## src/rtl/ball_pair_collision_arbiter.sv

```systemverilog
// Ball pair collision arbiter: gathers pixel-level ball overlaps into a pair bitmap
// during a frame, then presents each newly colliding pair, one at a time, afterwards.
module ball_pair_collision_arbiter #(
    parameter int NUM_BALLS       = 3,
    parameter int HOLD_CYCLES     = 2,
    parameter int COOLDOWN_FRAMES = 4
) (
    input  logic                 clk,
    input  logic                 resetN,
    input  logic                 startOfFrame,
    input  logic [NUM_BALLS:0]   ball_drawing_request,
    output logic [NUM_BALLS:0]   balls_collide,
    output logic [1:0][3:0]      Balls_col_ID,
    output logic                 pair_valid,
    output logic                 busy,
    output logic [1:0]           dbg_state
);

    localparam int NP = (NUM_BALLS + 1) * NUM_BALLS / 2;

    localparam logic [1:0] IDLE    = 2'd0;
    localparam logic [1:0] SCAN    = 2'd1;
    localparam logic [1:0] PRESENT = 2'd2;

    localparam logic [3:0] HOLD_INIT = 4'(HOLD_CYCLES - 1);
    localparam logic [2:0] CD_INIT   = 3'(COOLDOWN_FRAMES);

    logic [1:0]    state;
    logic [NP-1:0] pending;
    logic [NP-1:0] work;
    logic [3:0]    hold;
    logic [2:0]    cooldown [NP];

    logic [NP-1:0]      det;
    logic               sel_found;
    logic [NP-1:0]      sel_mask;
    logic [NUM_BALLS:0] sel_balls;
    logic [3:0]         sel_lo;
    logic [3:0]         sel_hi;

    // Pair (i,j), i<j, maps to its rank in lexicographic order.
    function automatic int pair_idx(input int i, input int j);
        return i * NUM_BALLS - (i * (i - 1)) / 2 + (j - i - 1);
    endfunction

    assign dbg_state = state;

    always_comb begin
        det = '0;
        for (int i = 0; i <= NUM_BALLS; i++) begin
            for (int j = i + 1; j <= NUM_BALLS; j++) begin
                det[pair_idx(i, j)] = ball_drawing_request[i] & ball_drawing_request[j];
            end
        end
    end

    // Lowest pending pair in the snapshot; outer/inner loops walk pairs in rank order.
    always_comb begin
        sel_found = 1'b0;
        sel_mask  = '0;
        sel_balls = '0;
        sel_lo    = '0;
        sel_hi    = '0;
        for (int i = 0; i <= NUM_BALLS; i++) begin
            for (int j = i + 1; j <= NUM_BALLS; j++) begin
                if (!sel_found && work[pair_idx(i, j)]) begin
                    sel_found              = 1'b1;
                    sel_mask[pair_idx(i, j)] = 1'b1;
                    sel_balls[i]           = 1'b1;
                    sel_balls[j]           = 1'b1;
                    sel_lo                 = 4'(i);
                    sel_hi                 = 4'(j);
                end
            end
        end
    end

    // pair_valid is a pure valid strobe with no ready: the consumer samples the
    // pair on any cycle it is high, and all three pair outputs move together.
    always_ff @(posedge clk or negedge resetN) begin
        if (!resetN) begin
            state         <= IDLE;
            pending       <= '0;
            work          <= '0;
            hold          <= '0;
            balls_collide <= '0;
            Balls_col_ID  <= '0;
            pair_valid    <= 1'b0;
            busy          <= 1'b0;
            for (int k = 0; k < NP; k++) begin
                cooldown[k] <= '0;
            end
        end else begin
            pending <= startOfFrame ? det : (pending | det);

            if (startOfFrame) begin
                // Frame boundary takes priority over any presentation in flight.
                for (int k = 0; k < NP; k++) begin
                    work[k] <= pending[k] && (cooldown[k] == 3'd0);
                    if (cooldown[k] != 3'd0) begin
                        cooldown[k] <= pending[k] ? CD_INIT : (cooldown[k] - 3'd1);
                    end
                end
                state         <= SCAN;
                busy          <= 1'b1;
                hold          <= '0;
                balls_collide <= '0;
                Balls_col_ID  <= '0;
                pair_valid    <= 1'b0;
            end else begin
                case (state)
                    IDLE: begin
                        busy <= 1'b0;
                    end
                    SCAN: begin
                        if (!sel_found) begin
                            state <= IDLE;
                            busy  <= 1'b0;
                        end else begin
                            work            <= work & ~sel_mask;
                            balls_collide   <= sel_balls;
                            Balls_col_ID[0] <= sel_lo;
                            Balls_col_ID[1] <= sel_hi;
                            pair_valid      <= 1'b1;
                            hold            <= HOLD_INIT;
                            state           <= PRESENT;
                            for (int k = 0; k < NP; k++) begin
                                if (sel_mask[k]) begin
                                    cooldown[k] <= CD_INIT;
                                end
                            end
                        end
                    end
                    PRESENT: begin
                        if (hold == 4'd0) begin
                            balls_collide <= '0;
                            Balls_col_ID  <= '0;
                            pair_valid    <= 1'b0;
                            state         <= SCAN;
                        end else begin
                            hold <= hold - 4'd1;
                        end
                    end
                    default: begin
                        state <= IDLE;
                        busy  <= 1'b0;
                    end
                endcase
            end
        end
    end

endmodule

```

## config.mk

```make
export PLATFORM = sky130hd
export DESIGN_NAME = ball_pair_collision_arbiter
export DESIGN_NICKNAME = d
export VERILOG_FILES = /design/src/rtl/ball_pair_collision_arbiter.sv
export SDC_FILE = /design/constraint.sdc
export NUM_CORES = 1
export LEC_CHECK = 0
export BUFFER_PORTS_ARGS = -buffer_cell sky130_fd_sc_hd__buf_2
export CORE_ASPECT_RATIO = 1.1
export CORE_UTILIZATION = 30
export CTS_CLUSTER_DIAMETER = 60
export DETAILED_ROUTE_END_ITERATION = 10
export PLACE_DENSITY = 0.5
export SETUP_SLACK_MARGIN = 0.2
export SYNTH_ARGS = -nofsm -noshare
export SYNTH_HDL_FRONTEND = slang
export SYNTH_SLANG_ARGS = --single-unit
```

## constraint.sdc

```tcl
create_clock -name clk -period 3.4 [get_ports clk]
set_input_delay 0.17 -clock clk [delete_from_list [all_inputs] [get_ports clk]]
set_output_delay 0.17 -clock clk [all_outputs]
set_load 0.02 [all_outputs]
```

==> results of run 1 <==
metrics by stage:
stage	hold slack, ns	util, %	setup slack, ns
floorplan	-0.1256	-	1.703
global placement	0.1210	33.10	1.507
finish	0.1029	34.38	1.473
global route	0.1066	34.38	1.332
CTS	0.09252	34.38	1.452
detailed placement	0.1191	33.10	1.471
synth_stat cells, drive strengths merged, types with 3 or more instances:
cell type / count / area [um2]
dfrtp: 46 / 1151
inv: 29 / 108.9
nand2: 22 / 82.58
o21ai: 16 / 83.83
nor2: 15 / 56.30
a21oi: 14 / 70.07
ha: 14 / 175.2
buf: 12 / 75.07
nor3: 10 / 50.05
mux2: 6 / 67.56
a21o: 5 / 38.79
a31oi: 5 / 31.28
nor2b: 5 / 31.28
a22o: 4 / 35.03
nand2b: 4 / 32.53
nand3: 4 / 20.02
o2bb2ai: 4 / 35.03
xor2: 4 / 35.03
nand3b: 3 / 26.27
registers in the layout (all words and copies together), names as in the netlist:
register and cells:
Balls_col_ID 4, balls_collide 4, busy 1, cooldown 18
dbg_state 2, hold 4, pair_valid 1, pending 6
work 6
per-layer routing:
metal	wire length (um)	vias to the layer above
met3	160	6
li1	-	894
met2	2195	27
met1	2475	835
met4	61	0
met5	0	-
kinds of logic (layout without fill, tap and decap cells):
| group | after synthesis | after routing | share of synthesized area [%] |
|---|---|---|---|
| multiplexers | 6 | 6 | 2.754 |
| AO/OA/AOI/OAI | 63 | 63 | 17.19 |
| other | 1 | 4 | 0.1528 |
| flip-flops | 46 | 46 | 46.91 |
| XOR/XNOR | 6 | 6 | 2.142 |
| adder cells (fa/ha/maj) | 14 | 14 | 7.139 |
| buffers and inverters | 42 | 57 | 7.649 |
| AND/OR/NAND/NOR | 73 | 73 | 16.06 |
report_power, final:
group	internal, mW	switching [mW]
Sequential	0.686	0.114
Clock	0.164	0.181
Combinational	0.335	0.410
final timing paths:
check,startpoint,end,slack (ns),depth (start not counted)
setup / recovery,work[0]$_DFFE_PN0P_,Balls_col_ID[5]$_DFFE_PN0P_,1.47,4
hold / removal,ball_drawing_request[3],pending[5]$_DFF_PN0_,0.10,3
setup reg to reg,work[0]$_DFFE_PN0P_,Balls_col_ID[5]$_DFFE_PN0P_,1.47,4
hold reg to reg,busy$_DFFE_PN0P_,busy$_DFFE_PN0P_,0.49,1
max in group asynchronous,resetN,cooldown[11]$_DFFE_PN0P_,2.34,3
min in group asynchronous,resetN,cooldown[17]$_DFFE_PN0P_,0.32,2
worst min-delay path: stages:
cell     delay, ns
buf_2         0.10
nand2_1       0.04
o21ai_0       0.06
area by class of cell:
| cell class | instances | area, um2 |
|---|---|---|
| clock inverter | 1 | 5.005 |
| multi-input combinational | 166 | 1126 |
| clock buffer | 7 | 86.33 |
| fill | 848 | 5192 |
| timing repair buffer | 20 | 107.6 |
| tap | 108 | 135.1 |
| sequential | 46 | 1151 |
| inverter | 29 | 108.9 |
==> results by group, run 1 <==
Synth
  – Mapped Cells: 251
  – Register bit total from synthesis: 46
  – Syn Area/Cell: 9.775 um2
  – Syn Std Cell Area: 2454 um2
  – Post-synthesis sequential area ratio: about 47%
  – EDFF count, synth: 0
  – Yosys Warn Count: 0
  – Ys async rst share: 100.0%
  – Count of cell types in the netlist: 50
  – Synth Flop Type: dfrtp_1

Setup path
  – Buf+Inv Stages, Crit Path: 0
  – Critical path type: register to register
  – Largest stage delay, worst path: 0.52 ns
  – Worst-path fanout max: 11
  – CP required: 3.64 ns
  – CP Launch Type: register
  – CP Cell Sequence: nor4_4 -> a21o_2 -> nor2b_1 -> a22o_1
  – Top delay family on crit path: simple AND/OR/NAND/NOR gates
  – Crit. End Element: register
  – CP max-delay cell: dfrtp_1
  – WP data arrival: between 2 and 2.5 ns

STA
  – Final Cycle Share: 56.69%
  – Final hold violation count: 0
  – RSZ-0062 raised after global routing: false
  – Rel. slew slack: 56.29%
  – Clock skew: 0.006769 ns
  – Tmin final: 1.927 ns
  – Worst-margin pin slew: around 0.66 ns
  – Final setup viols: 0
  – Final setup TNS: 0 ns
  – Slew Viols, Final: 0
  – Fmax: between 500 and 600 MHz

Global route
  – Largest net degree at the start of global routing: 39
  – Met2 GRT Util: between 10% and 20%
  – GRT Total Usage: 12.62%
  – First-pass GRT wire length: 8493 um
  – Gr ovfl total: 0
  – Vias in the first global route: 1,763
  – Layer with the highest usage: met2
  – GR Util met3: 2.816%
  – Initial antenna violation count: 0
  – GR Layer Usage met1: 17.81%

Clocking
  – Clock Tree Root: clkbuf_8
  – CTS clk-pin slew, worst paths: 0.08 ns
  – CTS tree: done
  – Hold-fix buffers, CTS: 1
  – Clk sinks: 46
  – Clock Tree Buf Depth: 2
  – Post-CTS Setup Repair Bufs: 0
  – Resize count post-CTS: 0
  – Clock latency on the worst-skew pair: 0.30 ns
  – TritonCTS buffer count: 5
  – H-Tree Depth: 2

Placement
  – Post-DP HPWL: approximately 3600 um
  – IO buf count: 18
  – Area after DPL: approximately 2600 um2
  – Placed Cells: 368
  – GP Congestion: 0.7579

Pwr
  – Power density cells: 695.0 nW/um2
  – Pwr Total: 1.891 mW
  – Lkg Pwr: 1.275 nW
  – Worst vdd ir: 252.0 uV

Outcome
  – Status: finished clean

Die
  – CORE AREA: 7913 um2
  – Die H: around 97 um
  – Die width: 88.23 um
  – I/O Pins: 23
  – Core Rows: 34
  – Die area: 8545 um2
  – Starting Density: a little under a third

Finish
  – Design area: ~2700 um2
  – NumNets Final: 289
  – Share of cells above drive strength 1: 14.87%
  – Most frequent cells in the layout: 46 x dfrtp_1, 29 x inv_1, 22 x nand2_1, 18 x buf_2
  – Number of diodes: 0
  – Commonest non-fill, non-tap cell in the layout: dfrtp_1
  – Final Non-Filler Cells: 377
  – P&R area growth vs syn: 10.86%

Routing
  – Antenna Nets Post-Route: 0
  – Routed WL per cell: roughly 13 um
  – Detailed-route via count: 1,762
  – DR pass1 iterations: 4
  – Via density: 4.674
  – Drt total wl: 4892 um
  – DRC errors left: 0
  – DRT iter0 DRCs: 121

Worst hold path
  – Hold crit path type: input pin to register

Run
  – Max cap viols: 0
Power figures use the tool's default switching activity.
==> inputs of run 2 (changes only) <==
- clock period: 3.4 -> 1.83 ns (I/O delays scaled with it)
==> run 2 against run 1 <==
  * Count of clock-buffer cells in the layout did not move
  * Clock skew is 0.0046 ns lower
  * Largest power group is now combinational logic
  * Flip-flop and latch count stayed put
  * Critical path type unchanged
  * Non-clock buffer count increased by 15
  * Highest routed layer unchanged
  * Routed wire length shrank 1.1%
  * Total power increased by 95%
  * Sequential share of layout area decreased by 2.7 points
  * First-iteration DRC count decreased by 26%
  * Worst hold slack worse by 0.069 ns
  * Via count increased by 3.5%
  * Combinational power rose by 110%
==> results by group, run 2 (synthesized netlist as in run 1, its figures left out) <==
Routing
  – DR pass1 iterations: 4 (unchanged)
  – DRC errors left: 0 (unchanged)
  – Antenna Nets Post-Route: 0 (unchanged)
  – Via density: 4.651 (-0.50%)
  – Detailed-route via count: 1,823 (+3.5%)
  – Routed WL per cell: 12.34 um (-4.9%)
  – Drt total wl: 4836 um (-1.1%)
  – DRT iter0 DRCs: 89 (-26%)

Die
  – Die width: 88.23 um (unchanged)
  – I/O Pins: 23 (unchanged)
  – Starting Density: 31.01% (unchanged)
  – CORE AREA: 7913 um2 (unchanged)
  – Core Rows: 34 (unchanged)
  – Die area: 8545 um2 (unchanged)
  – Die H: 96.85 um (unchanged)

Placement
  – IO buf count: 18 (unchanged)
  – Pre-CTS WS: 0.07616 ns (-1.394 ns)
  – Area after DPL: 2731 um2 (+4.3%)
  – GP Congestion: 0.7889 (+4.1%)
  – Post-DP HPWL: 3560 um (+0.23%)

Global route
  – GRT Total Usage: 13.09% (+0.47 points)
  – Gr ovfl total: 0 (unchanged)
  – First-pass GRT wire length: 8763 um (+3.2%)
  – Vias in the first global route: 1,846 (+4.7%)
  – Largest net degree at the start of global routing: 33 (-15%)
  – Initial antenna violation count: 0 (unchanged)

Finish
  – Largest reg by FF count: cooldown
  – Number of flip-flops in the largest register: 18 (unchanged)
  – Share of cells above drive strength 1: 21.83% (+7.0 points)
  – Biggest regs: cooldown (18), pending (6), work (6)
  – # fillers: 807 (-4.8%)
  – Most frequent cells in the layout: 46 x dfrtp_1, 27 x inv_1, 22 x nand2_1, 18 x buf_2, 15 x nor2_1
  – P&R area growth vs syn: 18.31%
  – Commonest non-fill, non-tap cell in the layout: dfrtp_1
  – Number of diodes: 0 (unchanged)
  – Reg area: 1151 um2 (unchanged)
  – NumNets Final: 304 (+5.2%)
  – Design area: 2903 um2 (+6.7%)
  – Multi-input combinational cell area: 1171 um2 (+4.0%)

Setup path
  – Critical path type: register to register
  – WP data arrival: 1.81 ns (-0.36 ns)
  – Crit. End Element: register
  – Worst-path fanout max: 8 (-3)
  – CP required: 2.02 ns (-1.62 ns)
  – CP Launch Type: register

STA
  – RSZ-0062 raised after global routing: true
  – Final hold violation count: 0 (unchanged)
  – Final setup TNS: 0 ns (unchanged)
  – Tmin final: 1.620 ns (-0.3076 ns)
  – Final WS setup: 0.2101 ns (-1.262 ns)
  – Final setup viols: 0 (unchanged)
  – Fmax: 617.3 MHz (+19%)
  – Final Cycle Share: 88.52% (+32 points)
  – Clock skew: 0.002215 ns (-0.004554 ns)
  – Slew Viols, Final: 0 (unchanged)
  – Hold slack final: 0.03401 ns (-0.06891 ns)

Clocking
  – TritonCTS buffer count: 5 (unchanged)
  – H-Tree Depth: 2 (unchanged)
  – CTS clk-pin slew, worst paths: 0.08 ns (about the same)
  – Clk sinks: 46 (unchanged)
  – CTS tree: done
  – Clock Tree Root: clkbuf_8
  – Clock latency on the worst-skew pair: 0.30 ns (about the same)
  – Clock Tree Buf Depth: 2 (unchanged)

Pwr
  – Power density cells: 1267 nW/um2 (+82%)
  – Pwr Total: 3.677 mW (+95%)
  – Lkg Pwr: 1.375 nW (+7.8%)
  – Worst vdd ir: 351.4 uV (+39%)

Run
  – Max cap viols: 0 (unchanged)

Worst hold path
  – Hold crit path type: input pin to register

Outcome
  – Status: finished clean
[run 2: changes by cell type in the layout (fill, tap and decap cells not counted), sizes merged]
| cell | before | now |
|---|---|---|
| buf | 19 | 34 |
[run 2: worst max-delay path, cell delays in order, from the launching register on]
cell and delay, ns:
dfrtp_1 0.41, inv_2 0.09, ha_4 0.13, or3b_4 0.41, o21ai_4 0.18, nor2b_4 0.09
a22o_1 0.21
[run 2: worst paths after layout]
check / startpoint / end / slack, ns / depth (start not counted)
worst min register to register: busy$_DFFE_PN0P_ / busy$_DFFE_PN0P_ / 0.48 / 1
worst max register to register: hold[1]$_DFFE_PN0P_ / balls_collide[2]$_DFFE_PN0P_ / 0.21 / 6
worst max-delay path: hold[1]$_DFFE_PN0P_ / balls_collide[2]$_DFFE_PN0P_ / 0.21 / 6
worst min-delay path: ball_drawing_request[1] / pending[4]$_DFF_PN0_ / 0.03 / 3
min in group asynchronous: resetN / cooldown[7]$_DFFE_PN0P_ / 0.21 / 2
max in group asynchronous: resetN / dbg_state[0]$_DFFE_PN0P_ / 1.13 / 3
[run 2: layout make-up]
type                            count  area share [%]
Sequential cell                    46           39.66
Multi-Input combinational cell    166           40.34
Inverter                           29           3.750
Tap cell                          108           4.655
Timing Repair Buffer               35           8.448
Clock inverter                      1          0.1724
Clock buffer                        7           2.974
[run 2: metal layers]
metal / routed length [um] / vias up / share of wire, % / track usage (%)
li1: - / 917 / - / -
met1: 2289 / 875 / 47 / 16.30
met2: 2328 / 22 / 48 / 21.66
met3: 120 / 9 / 2.5 / 3.072
met4: 97 / 0 / 2.0 / 4.839
met5: 0 / - / 0 / 0
[run 2: per-stage QoR]
stage,cells,util (%)
floorplan,254,-
global placement,378,34.52
detailed placement,378,34.52
CTS,389,36.18
global route,392,36.69
finish,392,36.69
[run 2: timing repair]
item / CTS / global route
setup buffers: 2 / 3
gates resized for setup: 3 / 5
pin swaps: 2 / 0
hold buffers: 1 / 0
endpoints found under the setup margin: 10 / 11
endpoints found under the hold margin: 33 / 0
[run 2: report_power, final]
part | switching (mW) | total [mW] | internal (mW)
Sequential | 0.184 | 1.46 | 1.28
Clock | 0.342 | 0.648 | 0.305
Combinational | 0.830 | 1.57 | 0.740
Total | 1.36 | 3.68 | 2.32
==> inputs of run 3 (changes only) <==
- RECOVER_POWER: default -> 25
==> run 3 against run 2 <==
  * Total power down 0.20%
  * Non-clock buffer count unchanged
  * First-iteration DRC count down 2.2%
  * Sequential share of layout area up 0.22 points
  * Flip-flop and latch count unchanged
  * Critical path depth unchanged
  * Sequential power about the same
  * Register-to-register slack about the same
  * Core utilization down 0.21 points
  * Critical path type unchanged
  * Largest cell class unchanged
  * Highest routed layer unchanged
==> results by group, run 3 (synthesized netlist as in run 1, its figures left out) <==
Die
  – I/O Pins: 23 (unchanged)
  – Core Rows: 34 (unchanged)
  – Starting Density: 31.01% (unchanged)
  – Die area: 8545 um2 (unchanged)
  – CORE AREA: 7913 um2 (unchanged)
  – Die width: 88.23 um (unchanged)
  – Die H: 96.85 um (unchanged)

Run
  – Max cap viols: 0 (unchanged)

Routing
  – DR pass1 iterations: 4 (unchanged)
  – Routed WL per cell: 12.33 um (about the same)
  – Detailed-route via count: 1,823 (unchanged)
  – DRC errors left: 0 (unchanged)
  – Antenna Nets Post-Route: 0 (unchanged)
  – Via density: 4.651 (unchanged)
  – Max Used Layer: met4
  – Met2 routed WL: 2306 um (-0.95%)
  – Met1 wire length: 2295 um (+0.26%)
  – Drt total wl: 4833 um (about the same)
  – DRT iter0 DRCs: 87 (-2.2%)
  – Met3 wire len: 134 um (+12%)

Setup path
  – CP Launch Type: register
  – Reg2Reg Depth: 6 (unchanged)
  – WP data arrival: 1.81 ns (about the same)
  – Crit Reg-Reg Startpoint: hold[1]$_DFFE_PN0P_
  – Worst R2R End: balls_collide[2]$_DFFE_PN0P_
  – Worst-path fanout max: 8 (unchanged)
  – R2R setup slack: 0.21 ns (about the same)
  – Crit. End Element: register
  – Critical path type: register to register
  – CP required: 2.02 ns (about the same)

Finish
  – Most frequent cells in the layout: 46 x dfrtp_1, 27 x inv_1, 22 x nand2_1, 17 x buf_2, 15 x nor2_1
  – Final Non-Filler Cells: 392 (unchanged)
  – Biggest regs: cooldown (18), pending (6), work (6)
  – Commonest non-fill, non-tap cell in the layout: dfrtp_1
  – NumNets Final: 304 (unchanged)
  – Largest reg by FF count: cooldown
  – Fin util: 36.48% (-0.21 points)
  – P&R area growth vs syn: 17.64%
  – Number of diodes: 0 (unchanged)
  – Share of cells above drive strength 1: 21.48% (-0.35 points)
  – Design area: 2887 um2 (-0.56%)
  – Number of flip-flops in the largest register: 18 (unchanged)

STA
  – Final WS setup: 0.2130 ns (+0.002836 ns)
  – Hold slack final: 0.03339 ns (-0.0006196 ns)
  – Clock skew: 0.004218 ns (+0.002003 ns)
  – Rel. slew slack: 51.40%
  – Final Cycle Share: 88.36% (-0.15 points)
  – Final setup viols: 0 (unchanged)
  – Tmin final: 1.617 ns (-0.002836 ns)
  – RSZ-0062 raised after global routing: true
  – Fmax: 618.4 MHz (+0.18%)
  – Worst-margin pin slew: 0.7290 ns
  – Final setup TNS: 0 ns (unchanged)
  – Slew Viols, Final: 0 (unchanged)
  – Final hold violation count: 0 (unchanged)

Pwr
  – Pwr Total: 3.670 mW (-0.20%)
  – Power density cells: 1271 nW/um2 (+0.36%)
  – Lkg Pwr: 1.367 nW (-0.58%)
  – Worst vdd ir: 351.8 uV (+0.10%)

Global route
  – First-pass GRT wire length: 8763 um (unchanged)
  – Initial antenna violation count: 0 (unchanged)
  – Gr ovfl total: 0 (unchanged)
  – GRT Total Usage: 13.09% (unchanged)
  – Vias in the first global route: 1,846 (unchanged)
  – Largest net degree at the start of global routing: 33 (unchanged)

Placement
  – Area after DPL: 2731 um2 (unchanged)
  – GP Congestion: 0.7889 (unchanged)
  – Placed Cells: 378 (unchanged)
  – Post-DP HPWL: 3560 um (unchanged)
  – IO buf count: 18 (unchanged)
  – Pre-CTS WS: 0.07616 ns (unchanged)

Clocking
  – TritonCTS buffer count: 5 (unchanged)
  – Clock latency on the worst-skew pair: 0.30 ns (about the same)
  – CTS tree: done
  – CTS clk-pin slew, worst paths: 0.09 ns (about the same)
  – Clock Tree Buf Depth: 2 (unchanged)
  – H-Tree Depth: 2 (unchanged)
  – Clock Tree Root: clkbuf_8
  – Clk sinks: 46 (unchanged)

Worst hold path
  – Worst hold path depth: 3 (unchanged)
  – Worst Hold End: pending[4]$_DFF_PN0_
  – Hold path start: ball_drawing_request[1]
  – Hold crit path type: input pin to register

Outcome
  – Status: finished clean
## run 3: worst max-delay path by stage
stage	startpoint	to	slack, ns
2_1_floorplan	hold[0]$_DFFE_PN0P_	Balls_col_ID[0]$_DFFE_PN0P_	0.17
3_3_place_gp	work[0]$_DFFE_PN0P_	balls_collide[2]$_DFFE_PN0P_	0.06
3_5_place_dp	work[0]$_DFFE_PN0P_	balls_collide[2]$_DFFE_PN0P_	0.08
4_1_cts	hold[0]$_DFFE_PN0P_	balls_collide[2]$_DFFE_PN0P_	0.20
5_1_grt	hold[1]$_DFFE_PN0P_	balls_collide[2]$_DFFE_PN0P_	0.14
6_report	hold[1]$_DFFE_PN0P_	balls_collide[2]$_DFFE_PN0P_	0.21
## run 3: what timing repair did
item	4_1_cts	5_1_grt
pin swaps	2	0
hold endpoints to repair	33	0
gates resized for setup	3	5
setup buffers	2	3
setup endpoints to repair	10	11
hold buffers	1	0
## run 3: critical path, stage by stage (launching register included)
cell and delay, ns:
dfrtp_1 0.41, inv_2 0.09, ha_4 0.13, or3b_4 0.41, o21ai_4 0.18, nor2b_4 0.09, a22o_1 0.21
## run 3: power by group
| part | switching [mW] | internal, mW | total, mW |
|---|---|---|---|
| sequential | 0.184 | 1.28 | 1.46 |
| combinational | 0.828 | 0.736 | 1.56 |
| clock | 0.340 | 0.305 | 0.645 |
## run 3: layout make-up
cell class	instances	area [um2]
Clock buffer	7	86.33
Tap cell	108	135.1
Inverter	29	108.9
Fill cell	810	5026
Multi-Input combinational cell	166	1171
Sequential cell	46	1151
Timing Repair Buffer	35	229.0
Clock inverter	1	5.005
## run 3: routing by layer
metal  vias up  global-route usage [%]
li1        917                       -
met1       873                   16.30
met4         0                   4.839
met2        24                   21.66
met5         -                       0
met3         9                   3.072
